File: src/rtl/turn_pkg.sv
// turn_pkg: direction/motor encodings, FSM state enum and counter sizing helper.
package turn_pkg;
  localparam logic [1:0] DIR_LEFT = 2'b01;
  localparam logic [1:0] DIR_RIGHT = 2'b10;
  localparam logic [1:0] DIR_STRAIGHT = 2'b11;
  localparam logic [1:0] M_STOP = 2'b00;
  localparam logic [1:0] M_FWD = 2'b01;
  localparam logic [1:0] M_REV = 2'b10;
  typedef enum logic [2:0] {IDLE, FOLLOW, CROSS, SPIN, STOP, FAULT} state_t;
  function automatic int cw(input int n);
    return n < 1 ? 1 : $clog2(n + 1);
  endfunction
endpackage

File: src/rtl/node_edge_detect.sv
// node_edge_detect: registered all-sensors-on compare, one-cycle pulse on its rising edge.
module node_edge_detect (
  input  logic       clk,
  input  logic       reset,
  input  logic [2:0] line_sensor,
  output logic       node
);
  logic all_on;
  always_ff @(posedge clk) begin
    if (reset) begin
      all_on <= 1'b0;
      node <= 1'b0;
    end else begin
      all_on <= &line_sensor;
      node <= &line_sensor & ~all_on;
    end
  end
endmodule

File: src/rtl/turn_executor.sv
// turn_executor: line follower with node crossing and spin turns; TURN_TIMEOUT_EN adds a spin timeout fault.
module turn_executor
  import turn_pkg::*;
#(
  parameter int CROSS_CYCLES = 5000,
  parameter int SPIN_MIN_CYCLES = 2000,
  parameter int TIMEOUT_CYCLES = 200000
) (
  input  logic       clk,
  input  logic       reset,
  input  logic       enable,
  input  logic [2:0] line_sensor,
  input  logic [1:0] turn_direction,
  input  logic       arrived,
  output logic [1:0] motor_l,
  output logic [1:0] motor_r,
  output logic       busy,
  output logic       turn_done,
  output logic       fault
);
  localparam int CW_A = cw(CROSS_CYCLES) > cw(SPIN_MIN_CYCLES) ? cw(CROSS_CYCLES) : cw(SPIN_MIN_CYCLES);
`ifdef TURN_TIMEOUT_EN
  localparam int CW = CW_A > cw(TIMEOUT_CYCLES) ? CW_A : cw(TIMEOUT_CYCLES);
  localparam logic [CW-1:0] T_LAST = CW'(TIMEOUT_CYCLES - 1);
  localparam logic [CW-1:0] S_LIM = T_LAST;
`else
  localparam int CW = CW_A;
  localparam logic [CW-1:0] S_LIM = CW'(SPIN_MIN_CYCLES);
`endif
  localparam logic [CW-1:0] C_LAST = CW'(CROSS_CYCLES - 1);
  localparam logic [CW-1:0] S_MIN = CW'(SPIN_MIN_CYCLES);
  state_t state;
  logic [CW-1:0] cnt;
  logic [1:0] dir_q, xd, sl, sr;
  logic node, steer, cross_done, spin_exit, spin_to, turn;
  node_edge_detect u_node (
    .clk(clk),
    .reset(reset),
    .line_sensor(line_sensor),
    .node(node)
  );
  assign steer = line_sensor inside {3'b010, 3'b100, 3'b110, 3'b001, 3'b011};
  assign sl = line_sensor[2] ? M_STOP : M_FWD;
  assign sr = line_sensor[0] ? M_STOP : M_FWD;
  // zero-length crossing resolves the turn on the node edge itself
  assign cross_done = state == CROSS ? cnt == C_LAST
                    : state == FOLLOW && node && !arrived && CROSS_CYCLES == 0;
  assign xd = state == CROSS ? dir_q : turn_direction;
  assign turn = ^xd;
  assign spin_exit = cnt >= S_MIN && line_sensor[1];
`ifdef TURN_TIMEOUT_EN
  assign spin_to = TIMEOUT_CYCLES == 0 || cnt == T_LAST;
  always_ff @(posedge clk) fault <= !reset && (fault || (state == SPIN && enable && !spin_exit && spin_to));
`else
  assign spin_to = 1'b0;
  assign fault = 1'b0;
`endif
  always_ff @(posedge clk) begin
    turn_done <= 1'b0;
    if (reset || (!enable && state != FAULT)) begin
      state <= IDLE;
      motor_l <= M_STOP;
      motor_r <= M_STOP;
      busy <= 1'b0;
      cnt <= '0;
      if (reset) dir_q <= DIR_STRAIGHT;
    end else if (cross_done) begin
      dir_q <= xd;
      cnt <= '0;
      state <= turn ? SPIN : FOLLOW;
      motor_l <= xd == DIR_LEFT ? M_REV : M_FWD;
      motor_r <= xd == DIR_RIGHT ? M_REV : M_FWD;
      busy <= turn;
      turn_done <= !turn;
    end else begin
      case (state)
        IDLE: state <= FOLLOW;
        FOLLOW:
          if (node) begin
            dir_q <= turn_direction;
            state <= arrived ? STOP : CROSS;
            motor_l <= arrived ? M_STOP : M_FWD;
            motor_r <= arrived ? M_STOP : M_FWD;
            busy <= !arrived;
            cnt <= '0;
          end else if (steer) begin
            motor_l <= sl;
            motor_r <= sr;
          end
        CROSS: cnt <= cnt + 1'b1;
        SPIN:
          if (spin_exit) begin
            state <= FOLLOW;
            motor_l <= M_FWD;
            motor_r <= M_FWD;
            busy <= 1'b0;
            turn_done <= 1'b1;
            cnt <= '0;
          end else if (spin_to) begin
            state <= FAULT;
            motor_l <= M_STOP;
            motor_r <= M_STOP;
            busy <= 1'b0;
          end else if (cnt < S_LIM) begin
            cnt <= cnt + 1'b1;
          end
        STOP: if (!arrived) state <= IDLE;
        default: ;
      endcase
    end
  end
endmodule

File: config.mk
export PLATFORM = sky130hd
export DESIGN_NAME = turn_executor
export DESIGN_NICKNAME = d
export VERILOG_FILES = /design/src/rtl/turn_pkg.sv /design/src/rtl/node_edge_detect.sv /design/src/rtl/turn_executor.sv
export SDC_FILE = /design/constraint.sdc
export NUM_CORES = 1
export LEC_CHECK = 0
export CORE_ASPECT_RATIO = 0.5
export CORE_MARGIN = 3
export CORE_UTILIZATION = 50
export CTS_CLUSTER_DIAMETER = 30
export CTS_CLUSTER_SIZE = 28
export DETAILED_ROUTE_END_ITERATION = 8
export PLACE_DENSITY = 0.74
export SKIP_CTS_REPAIR_TIMING = 1
export SKIP_LAST_GASP = 1
export SLEW_MARGIN = 20
export SYNTH_ARGS = -nofsm -noshare
export SYNTH_HDL_FRONTEND = slang
export SYNTH_HIERARCHICAL = 1
export SYNTH_SLANG_ARGS = --single-unit
File: constraint.sdc
create_clock -name clk -period 2 [get_ports clk]
set_clock_uncertainty 0.2 [all_clocks]
set_input_delay 0.4 -clock clk [delete_from_list [all_inputs] [get_ports clk]]
set_output_delay 0.4 -clock clk [all_outputs]
set_load 0.01 [all_outputs]
==> impl_metrics.csv, run 1 <==
group,metric,value,unit
global_routing,grt_use_met1,25.8,%
global_routing,grt_max_degree,15,
setup_path,worstPathRequired,1.97,ns
timing,min_period_over_period,98.1,%
placed_design,post-place-ws,-0.308,ns
cts,numCtsBuffers,3,
floorplan,rows,13,
global_routing,gr-usage-all-layers,19.7,%
global_routing,antenna_found_initial,0,
synth,yosysTopAreaCellShare,31.0,%
power,power-per-cell-area,482,nW/um^2
routing,first_iter_violations,166,
timing,fin_crit,1.96,ns
outcome,run_status,"completed",
routing,wirelength,4490,um
cts,cts.sinks,26,
layout,fin_nets,236,
global_routing,use_met3,5.42,%
global_routing,grt-ovfl-total,0,
min_path,whs_path_depth,1,
power,seqPwrFrac,52.3,%
power,p_clk_share,30.2,%
cts,cts_tree,"done",
floorplan,coreArea,2770,sq um
layout,utilization,77.3,%
layout,final_layout_size_suffix_gt1_share,32.4,%
setup_path,worst_setup_path_end_kind,"flop",
synth,ys.flop_type,"dfxtp_1",
cts,clk_latency,0.27,ns
timing,fin_ws,0.0372,ns
setup_path,worstPathArrival,1.93,ns
cts,htree_levels,1,
min_path,hold_path_class,"flop to flop",
layout,antenna_cells,0,
synth,synth_cell_types,51,
synth,synth_seq_cells,26,
power,combPwrFrac,17.6,%
placed_design,place.gp.congestion,0.867,
routing,drt_first_pass_iters,4,
routing,post-route-drc-count,0,
power,intPower,0.000765,W
power,p_sw,0.000265,W
timing,rsz0062_at_grt,"true",
setup_path,startpoint_type,"flop",
global_routing,grt_first_pass_wirelength,5980,um
setup_path,worst_r2r_path_depth,5,
floorplan,num_io_pins,16,
cts,cts-root-buf,"clkbuf_8",
synth,syn_inst,180,
synth,yosysWarnings,6,
timing,slew_viol_final,0,
synth,synth-async-reset-ratio,0,%
synth,syn-num-nets,193,
synth,synth_edf_count,2,
placed_design,portBuffers,14,
synth,yosysSeqAreaShare,34.9,%
layout,area_growth,37.9,%
cts,cts_buffer_depth,2,
timing,finalSetupViolations,0,
run,maxCapViolCount,0,
synth,synth_most_common_cell,"dfxtp_1",
floorplan,die_area,3850,sq um
global_routing,grt_pass1_vias,1325,
setup_path,r2r_start,"state[0]",
synth,synth_commonest_cells,"dfxtp_1, nor2_1, nand2_1",
timing,relSlewSlack,65.8,%
synth,syn_avg_cell_area,8.61,sq um
setup_path,path_class,"flop to flop",
synth,synth_area_leaders,"dfxtp_1, nor2_1, xnor2_1",
timing,report.final.hold_viol_count,0,
routing,vias,1560,
power,leakage,0.743,nW
floorplan,die_w,84.7,um
cts,cts.reportedPaths.clkPinSlew,0.10,ns
power,swShare,25.7,%
placed_design,hpwlAfterDp,2660,um
global_routing,grtUsageMet2,33.9,%
setup_path,startpoint,"state[0]",
timing,max_freq,0.509,GHz
routing,ant_nets,0,
floorplan,start_util,56.1,%
setup_path,cp_max_fo,6,
power,vdd_drop_max,0.369,mV
global_routing,grt-busiest-layer,"met2",
floorplan,die_y,45.4,um
timing,worst_pin_slew,0.499,ns
routing,drt-wirelength-per-cell,17.3,um
min_path,worstHoldStart,"u_node/all_on",
synth,synth_top_area_cell,"dfxtp_1",
synth,syn_area,1550,sq um
routing,post_drt_via_cell_ratio,6.02,
cells in the final DEF (no fill, tap or decap), types with 2 or more instances in the layout:
cell	n
a2111oi_2	2
a211o_1	2
a211oi_1	4
a211oi_4	2
a21o_1	2
a21oi_1	5
a21oi_2	3
a22oi_1	2
and2_1	2
and4_4	2
buf_4	34
buf_6	2
clkbuf_8	3
clkdlybuf4s50_1	13
dfxtp_1	17
dfxtp_2	6
edfxtp_1	2
ha_1	2
ha_4	2
inv_1	6
mux2_4	2
mux2i_1	7
nand2_1	12
nand2b_1	2
nand3_1	7
nand4_1	2
nor2_1	21
nor2b_2	2
nor3_1	5
nor4b_1	2
o21ai_0	2
o21ai_1	2
o311a_1	2
o31ai_1	2
or4_1	2
xnor2_1	9
power groups by stage:
stage                     combinational, W  clock (W)  sequential [W]
after floorplan                  0.0000859          0        0.000546
after global placement            0.000139          0        0.000549
after detailed placement          0.000141          0        0.000549
after CTS                         0.000142   0.000316        0.000537
after global routing              0.000195   0.000331        0.000539
final                             0.000181   0.000311        0.000538
sequential cells by signal, indices dropped and copies added, names as in the netlist:
signal         count
cnt               13
dir_q              2
busy               1
u_node/node        1
state              3
motor_r            2
motor_l            2
u_node/all_on      1
turn_done          1
critical path, cell delays in order, from the launching register on:
cell,delay (ns)
dfxtp_4,0.38
nor3b_4,0.29
mux2_4,0.36
ha_4,0.28
nor3_2,0.05
o311a_1,0.30
layout make-up:
type / count / area (sq um)
multi-input cells: 134 / 1040
fillers: 194 / 627
flip-flops and latches: 26 / 552
repair buffers: 51 / 425
well taps: 37 / 46.3
clock buffers: 4 / 45.0
inverters: 7 / 26.3
metrics by stage:
step | instance area [sq um] | TNS, ns | instances | power, W | hold slack [ns]
final | 2140 | 0 | 259 | 0.00103 | 0.208
after CTS | 1960 | -0.337 | 255 | 0.000995 | 0.211
after detailed placement | 1910 | -4.59 | 251 | 0.000690 | 0.195
after global placement | 1910 | -3.43 | 251 | 0.000687 | 0.187
after global routing | 2140 | -0.289 | 259 | 0.00107 | 0.228
after floorplan | 1570 | 0 | 180 | 0.000632 | 0.183
path summary, 6_finish.rpt:
kind	end	slack, ns
worst max-delay path	state[1]	0.04
worst min-delay path	u_node/node	0.21
worst max register to register	state[1]	0.04
worst min register to register	u_node/node	0.21
per-layer routing:
layer	vias up	wire (um)
li1	729	-
met1	708	1910
met2	105	2060
met3	18	403
met4	0	119
met5	-	0
cell families after synthesis:
kind of cell | share of synthesized area, %
and+or+nand+nor | 24.4
DFF | 34.9
AOI/OAI and AO/OA | 18.2
buffers and inverters | 7.43
muxes | 5.97
other | 0.242
adders and majority gates | 3.23
xor gates and xnor gates | 5.65
Note: power is estimated with default switching activity, not from simulation.
==> run 2, diff against run 1 <==
ABC_AREA = 1   (was default)
CELL_PAD_IN_SITES_DETAIL_PLACEMENT = 1   (was default)
CELL_PAD_IN_SITES_GLOBAL_PLACEMENT = 2   (was default)
CORE_MARGIN = default   (was 3)
CORE_UTILIZATION = 28   (was 50)
PLACE_DENSITY = default   (was 0.74)
PLACE_DENSITY_LB_ADDON = 0.1   (was default)
==> impl_metrics.csv, run 2 <==
group,metric,value,unit
synth,synth_area_leaders,"dfxtp_1, nand2_1, inv_1",
global_routing,grt_max_degree,15,
setup_path,path_class,"flop to flop",
synth,yosysWarnings,6,
setup_path,worstPathArrival,1.81,ns
timing,fin_ws,0.166,ns
setup_path,crit_slowest_cell,"dfxtp_1",
run,maxCapViolCount,0,
synth,synth_seq_cells,26,
synth,synth_edf_count,2,
cts,htree_levels,1,
timing,tns,0,ns
layout,instances_no_fill,405,
cts,cts.sinks,26,
setup_path,startpoint_type,"flop",
synth,syn_area,1790,sq um
placed_design,place_area,2160,sq um
timing,report.final.hold_viol_count,0,
synth,synth_cell_types,30,
setup_path,cp_num_buf_inv,3,
layout,largest_reg_flops,13,
placed_design,place_inst,401,
layout,n_fill_cell,803,
cts,cts_tree,"done",
layout,top_regs,"cnt x13, state x3",
synth,synth_most_common_cell,"nand2_1",
synth,yosysTopAreaCellShare,26.8,%
timing,min_period_over_period,91.7,%
routing,wirelength,5190,um
timing,max_freq,0.545,GHz
synth,synth_commonest_cells,"nand2_1, inv_1, nor2_1",
layout,final_cell_mix,"nand2_1, inv_1, nor2_1, nand3_1, dfxtp_1",
timing,fin_crit,1.83,ns
placed_design,place.gp.congestion,0.772,
global_routing,grt_pass1_vias,1869,
timing,rsz0062_at_grt,"true",
cts,cts-root-buf,"clkbuf_16",
synth,syn_avg_cell_area,6.27,sq um
routing,drt-wirelength-per-cell,12.8,um
floorplan,die_area,6750,sq um
setup_path,worst_setup_path_end_kind,"flop",
cts,numCtsBuffers,3,
floorplan,num_io_pins,16,
synth,synth-async-reset-ratio,0,%
layout,final_common_cell,"nand2_1",
synth,syn-num-nets,299,
routing,vias,1822,
setup_path,cp_max_fo,5,
layout,largest-register,"cnt",
synth,syn_inst,286,
cts,cts_buffer_depth,2,
setup_path,crit_chain,"inv_1 -> nand3_4 -> inv_1 -> nand2_1 -> nand2_1 -> inv_1 -> ha_1 -> nand3_1 -> nand3_1 -> nand2_1 -> nand2_1 -> nor2_1",
placed_design,hpwlAfterDp,4220,um
floorplan,coreArea,6130,sq um
power,leakage,0.958,nW
synth,ys.flop_type,"dfxtp_1",
power,power-per-cell-area,686,nW/um^2
power,finalPower,0.00155,W
routing,first_iter_violations,46,
routing,post-route-drc-count,0,
layout,final_layout_size_suffix_gt1_share,16.7,%
cts,cts.reportedPaths.clkPinSlew,0.08,ns
timing,slew_viol_final,0,
layout,fin_nets,331,
placed_design,post-place-ws,-0.0790,ns
layout,antenna_cells,0,
global_routing,grt-ovfl-total,0,
layout,multi_input_area,1060,sq um
routing,drt_first_pass_iters,4,
routing,ant_nets,0,
setup_path,path_common_cell,"nand2_1",
synth,synth_top_area_cell,"dfxtp_1",
floorplan,start_util,29.3,%
floorplan,die_w,115,um
min_path,hold_path_class,"flop to flop",
power,vdd_drop_max,0.310,mV
global_routing,antenna_found_initial,0,
floorplan,rows,20,
setup_path,critPathTopFamily,"simple AND/OR/NAND/NOR gates",
synth,yosysSeqAreaShare,30.1,%
layout,final_area,2250,sq um
setup_path,slowest_delay,0.31,ns
global_routing,grt_first_pass_wirelength,9030,um
outcome,run_status,"completed",
global_routing,gr-usage-all-layers,17.5,%
setup_path,worstPathRequired,1.97,ns
routing,post_drt_via_cell_ratio,4.50,
floorplan,die_y,58.6,um
layout,register_area,542,sq um
layout,area_growth,25.6,%
placed_design,portBuffers,14,
timing,finalSetupViolations,0,
cts,clk_latency,0.27,ns
## run 2: through the flow
stage | utilization [%] | hold WS, ns
6_report | 36.8 | 0.209
5_1_grt | 36.8 | 0.224
4_1_cts | 36.5 | 0.211
3_5_place_dp | 35.2 | 0.200
3_3_place_gp | 35.2 | 0.194
2_1_floorplan | - | 0.188
## run 2: worst paths after layout
check / slack (ns) / end / depth (start not counted) / start
setup reg to reg: 0.17 / busy / 12 / state[2]
hold / removal: 0.21 / u_node/node / 1 / u_node/all_on
hold reg to reg: 0.21 / u_node/node / 1 / u_node/all_on
setup / recovery: 0.17 / busy / 12 / state[2]
## run 2: kinds of logic (layout without fill, tap and decap cells)
logic type	Yosys count	after routing	synth area share, %
and+or+nand+nor	182	182	47.8
adders and majority gates	4	4	2.79
buffers and inverters	49	80	11.8
other	1	1	0.209
DFF	26	26	30.1
AOI/OAI and AO/OA	24	24	7.25
## run 2: where the power goes
| group | switching, W | total (W) | internal [W] | leakage [nW] |
|---|---|---|---|---|
| clock network | 0.000214 | 0.000488 | 0.000274 | 0.0382 |
| registers | 0.0000143 | 0.000560 | 0.000546 | 0.211 |
| logic | 0.000299 | 0.000499 | 0.000200 | 0.709 |
| total | 0.000527 | 0.00155 | 0.00102 | 0.958 |
## run 2: layout make-up
| class | instances | area share [%] |
|---|---|---|
| Inverter | 44 | 7.33 |
| Sequential cell | 26 | 24.0 |
| Clock buffer | 4 | 3.50 |
| Multi-Input combinational cell | 211 | 46.9 |
| Timing Repair Buffer | 32 | 13.3 |
| Tap cell | 88 | 4.89 |
## run 2: per-layer routing
layer / global-route usage, % / wire (um)
met5: 0 / 0
met4: 1.67 / 13
met3: 4.33 / 128
met2: 29.4 / 2300
met1: 23.6 / 2740
==> run 3, diff against run 2 <==
RECOVER_POWER = 100   (was default)
==> impl_metrics.csv, run 3 (synthesis results as in run 2) <==
group,metric,value,unit
setup_path,cp_max_fo,5,
power,power-per-cell-area,686,nW/um^2
cts,cts-root-buf,"clkbuf_16",
global_routing,grt-busiest-layer,"met2",
power,leakage,0.978,nW
layout,n_fill_cell,803,
global_routing,grt_first_pass_wirelength,9030,um
placed_design,place.gp.congestion,0.772,
timing,min_period_over_period,91.7,%
placed_design,hpwlAfterDp,4220,um
timing,finalSetupViolations,0,
floorplan,die_y,58.6,um
global_routing,grt_max_degree,15,
layout,top_regs,"cnt x13, state x3",
layout,largest_reg_flops,13,
floorplan,die_w,115,um
global_routing,antenna_found_initial,0,
cts,cts.sinks,26,
floorplan,rows,20,
routing,drt-wirelength-per-cell,12.8,um
timing,slew_viol_final,0,
setup_path,path_class,"flop to flop",
layout,utilization,36.7,%
global_routing,gr-usage-all-layers,17.5,%
setup_path,worstPathArrival,1.81,ns
cts,clk_latency,0.27,ns
min_path,hold_path_class,"flop to flop",
cts,cts_tree,"done",
setup_path,cp-endpoint,"busy",
layout,final_common_cell,"nand2_1",
global_routing,grt_pass1_vias,1869,
routing,post-route-drc-count,0,
floorplan,num_io_pins,16,
setup_path,startpoint,"state[2]",
global_routing,grt-ovfl-total,0,
cts,cts_buffer_depth,2,
layout,final_area,2250,sq um
cts,cts.reportedPaths.clkPinSlew,0.08,ns
placed_design,place_inst,401,
placed_design,portBuffers,14,
layout,area_growth,25.3,%
routing,wirelength,5190,um
timing,fin_crit,1.83,ns
layout,final_cell_mix,"nand2_1, inv_1, nor2_1, nand3_1, dfxtp_1",
timing,fin_ws,0.166,ns
floorplan,start_util,29.3,%
layout,final_layout_size_suffix_gt1_share,16.4,%
routing,first_iter_violations,47,
routing,ant_nets,0,
layout,instances_no_fill,405,
floorplan,coreArea,6130,sq um
timing,max_freq,0.545,GHz
outcome,run_status,"completed",
timing,rsz0062_at_grt,"true",
cts,numCtsBuffers,3,
setup_path,worst_setup_path_end_kind,"flop",
placed_design,place_area,2160,sq um
global_routing,grtUsageMet2,29.4,%
floorplan,die_area,6750,sq um
routing,drt_first_pass_iters,4,
setup_path,reg2reg_to,"busy",
timing,whs,0.202,ns
global_routing,grt_use_met1,23.6,%
setup_path,worstPathRequired,1.97,ns
global_routing,use_met3,4.33,%
cts,htree_levels,1,
setup_path,worst_r2r_path_depth,12,
placed_design,post-place-ws,-0.0790,ns
layout,fin_nets,331,
setup_path,r2r_start,"state[2]",
timing,report.final.hold_viol_count,0,
layout,largest-register,"cnt",
setup_path,regToRegSetupSlack,0.17,ns
run,maxCapViolCount,0,
routing,post_drt_via_cell_ratio,4.50,
layout,antenna_cells,0,
routing,vias,1822,
setup_path,startpoint_type,"flop",
power,vdd_drop_max,0.310,mV
-- run 3: changes by cell type in the layout (fill, tap and decap cells not counted) --
cell             delta
nor3_2              -1
clkdlybuf4s50_1     -7
dlygate4sd3_1       +7
nor3_1              +1
-- run 3: area by class of cell --
type                    count  area (sq um)  share of cell area, %
multi-input cells         211          1050                   46.8
inverters                  44           165                   7.35
repair buffers             32           300                   13.4
clock buffers               4          78.8                   3.51
well taps                  88           110                   4.90
flip-flops and latches     26           542                   24.1
-- run 3: per-stage QoR --
stage	power [W]	TNS (ns)
6_report	0.00154	0
5_1_grt	0.00164	-0.00180
4_1_cts	0.00156	0
3_5_place_dp	0.00107	-0.225
3_3_place_gp	0.00106	-0.0330
2_1_floorplan	0.000893	0
-- run 3: critical path: stages, from the launching register on --
cell and delay (ns):
dfxtp_1 0.31, inv_1 0.12, nand3_4 0.12, inv_1 0.11, nand2_1 0.06, nand2_1 0.07, inv_1 0.06, ha_1 0.27
nand3_1 0.13, nand3_1 0.12, nand2_1 0.06, nand2_1 0.06, nor2_1 0.03
-- run 3: layer usage --
metal	vias up	part of all wire (%)	routed length, um
li1	953	-	-
met1	849	53	2750
met2	18	44	2300
met3	2	2.5	128
met4	0	0.25	13
met5	-	0	0
-- run 3: worst min-delay path by stage --
| stage | start | end | slack (ns) | cells past startpoint |
|---|---|---|---|---|
| after floorplan | u_node/all_on | u_node/node | 0.19 | 1 |
| after global placement | u_node/all_on | u_node/node | 0.19 | 1 |
| after detailed placement | u_node/all_on | u_node/node | 0.20 | 1 |
| after CTS | u_node/all_on | u_node/node | 0.21 | 1 |
| after global routing | u_node/all_on | u_node/node | 0.23 | 1 |
| final | u_node/all_on | u_node/node | 0.20 | 1 |
-- run 3: power by group --
part	leakage [nW]	total (W)	switching [W]	internal, W
combinational	0.729	0.000496	0.000298	0.000197
sequential	0.211	0.000560	0.0000140	0.000546
clock	0.0382	0.000488	0.000214	0.000274
total	0.978	0.00154	0.000526	0.00102
==> patch: new RTL, flow settings as in run 1 <==
Add a define of `TURN_TIMEOUT_EN`.
--- a/src/rtl/turn_executor.sv
+++ b/src/rtl/turn_executor.sv
@@ -1,2 +1,4 @@
 // turn_executor: line follower with node crossing and spin turns; TURN_TIMEOUT_EN adds a spin timeout fault.
+`define TURN_TIMEOUT_EN
+
 module turn_executor
Function: same outputs for any inputs over 10 cycles, from zero or initial values and one cycle with reset high; that may be too few to reach the edited logic, so the function may still have changed.
==> patch against run 1 <==
The run now ends with negative setup slack left. Total power increased by 46%. Setup slack got worse by 0.46 ns. Sequential cell count increased by 6. Cell count rose by 53%. Fmax decreased by 19%. Cell area rose by 51%. Worst hold slack improved by 0.0031 ns. Synthesized area is 25% higher. Routed wire length grew 85%. Sequential power increased by 21%. Critical endpoint is now cnt[4]$_SDFFE_PP0P_. Highest routed layer unchanged.
==> patch: results <==
<?xml version="1.0" encoding="UTF-8"?>
<metrics>
  <group name="placed_design">
    <metric name="placed_instance_area" unit="mm2">0.00270</metric>
    <metric name="place.detailed.instances" unit="">371</metric>
    <metric name="dp_wirelength" unit="um">4500</metric>
  </group>
  <group name="pwr">
    <metric name="worst_ir_drop_vdd" unit="uV">365</metric>
    <metric name="sequential_logic_power" unit="mW">0.650</metric>
    <metric name="total_leakage_power" unit="nW">1.23</metric>
    <metric name="comb_power_share" unit="%">13.8</metric>
  </group>
  <group name="yosys">
    <metric name="postSynthNetCount" unit="">260</metric>
    <metric name="syn-instance-count" unit="">247</metric>
    <metric name="synth.area.top_cells" unit="">sky130_fd_sc_hd__dfxtp_1 (31%), sky130_fd_sc_hd__a21oi_1 (5.9%), sky130_fd_sc_hd__o21ai_0 (5.4%)</metric>
    <metric name="ys_types" unit="">50</metric>
  </group>
  <group name="drt">
    <metric name="first_iter_violations" unit="">361</metric>
    <metric name="met2_wire_length" unit="um">3610</metric>
    <metric name="detailedRoute.firstPassIterationCount" unit="">5</metric>
    <metric name="num_vias" unit="">2679</metric>
    <metric name="met3RoutedLength" unit="um">998</metric>
  </group>
  <group name="timing">
    <metric name="fin_setup_tns" unit="ns">-8.26</metric>
    <metric name="layout_setup_ws" unit="ns">-0.427</metric>
    <metric name="setup_viol_count_final" unit="">31</metric>
  </group>
  <group name="setup_path">
    <metric name="critical-path-top-delay-family" unit="">compound AO/OA/AOI/OAI gates</metric>
    <metric name="critPathMaxStageDelay" unit="ns">0.50</metric>
    <metric name="buf_inv_on_cp" unit="">1</metric>
  </group>
  <group name="global_route">
    <metric name="met1_track_utilization_from_global_routing" unit="%">35.1</metric>
    <metric name="grt_first_pass_wirelength" unit="um">9840</metric>
    <metric name="gr-usage-met3" unit="%">6.10</metric>
  </group>
  <group name="clock_tree">
    <metric name="cts_inserted_buffers" unit="">5</metric>
    <metric name="worst_skew_pair_latency" unit="ns">0.31</metric>
    <metric name="worst_setup_hold_path_clk_slew" unit="ns">0.07</metric>
  </group>
  <group name="outcome">
    <metric name="run_status" unit="">complete, but fails checks</metric>
    <metric name="violations" unit="">negative setup slack</metric>
  </group>
  <group name="finish">
    <metric name="fillers" unit="">146</metric>
    <metric name="layout-drive-gt1-share" unit="%">48.5</metric>
    <metric name="fin_cells" unit="">395</metric>
    <metric name="final_net_count" unit="">356</metric>
  </group>
</metrics>
patch: cell types whose count changed in the layout (fill, tap and decap cells not counted), moves of 6 or more:
cell	run 1	this run
sky130_fd_sc_hd__mux2i_1	7	1
sky130_fd_sc_hd__nand2_1	12	19
sky130_fd_sc_hd__a21oi_1	5	11
sky130_fd_sc_hd__buf_6	2	8
sky130_fd_sc_hd__o21ai_1	2	10
sky130_fd_sc_hd__a21oi_2	3	10
sky130_fd_sc_hd__buf_4	34	75
sky130_fd_sc_hd__xnor2_1	9	0
patch: cell type report:
cell class                 instances  share of cell area, %
inverter                           9                   1.05
multi-input combinational        195                   46.3
sequential                        32                   21.2
tap                               51                   1.98
timing repair buffer             100                   26.1
clock buffer                       6                   2.25
clock inverter                     2                   1.08
patch: cells by family (layout without fill, tap and decap cells):
kind of cell,count (synthesis),after routing,synth area share (%)
AOI/OAI and AO/OA,77,78,25.0
and+or+nand+nor,110,110,30.8
DFF,32,32,34.0
buffers and inverters,21,117,5.98
adders and majority gates,4,4,2.57
muxes,3,3,1.67
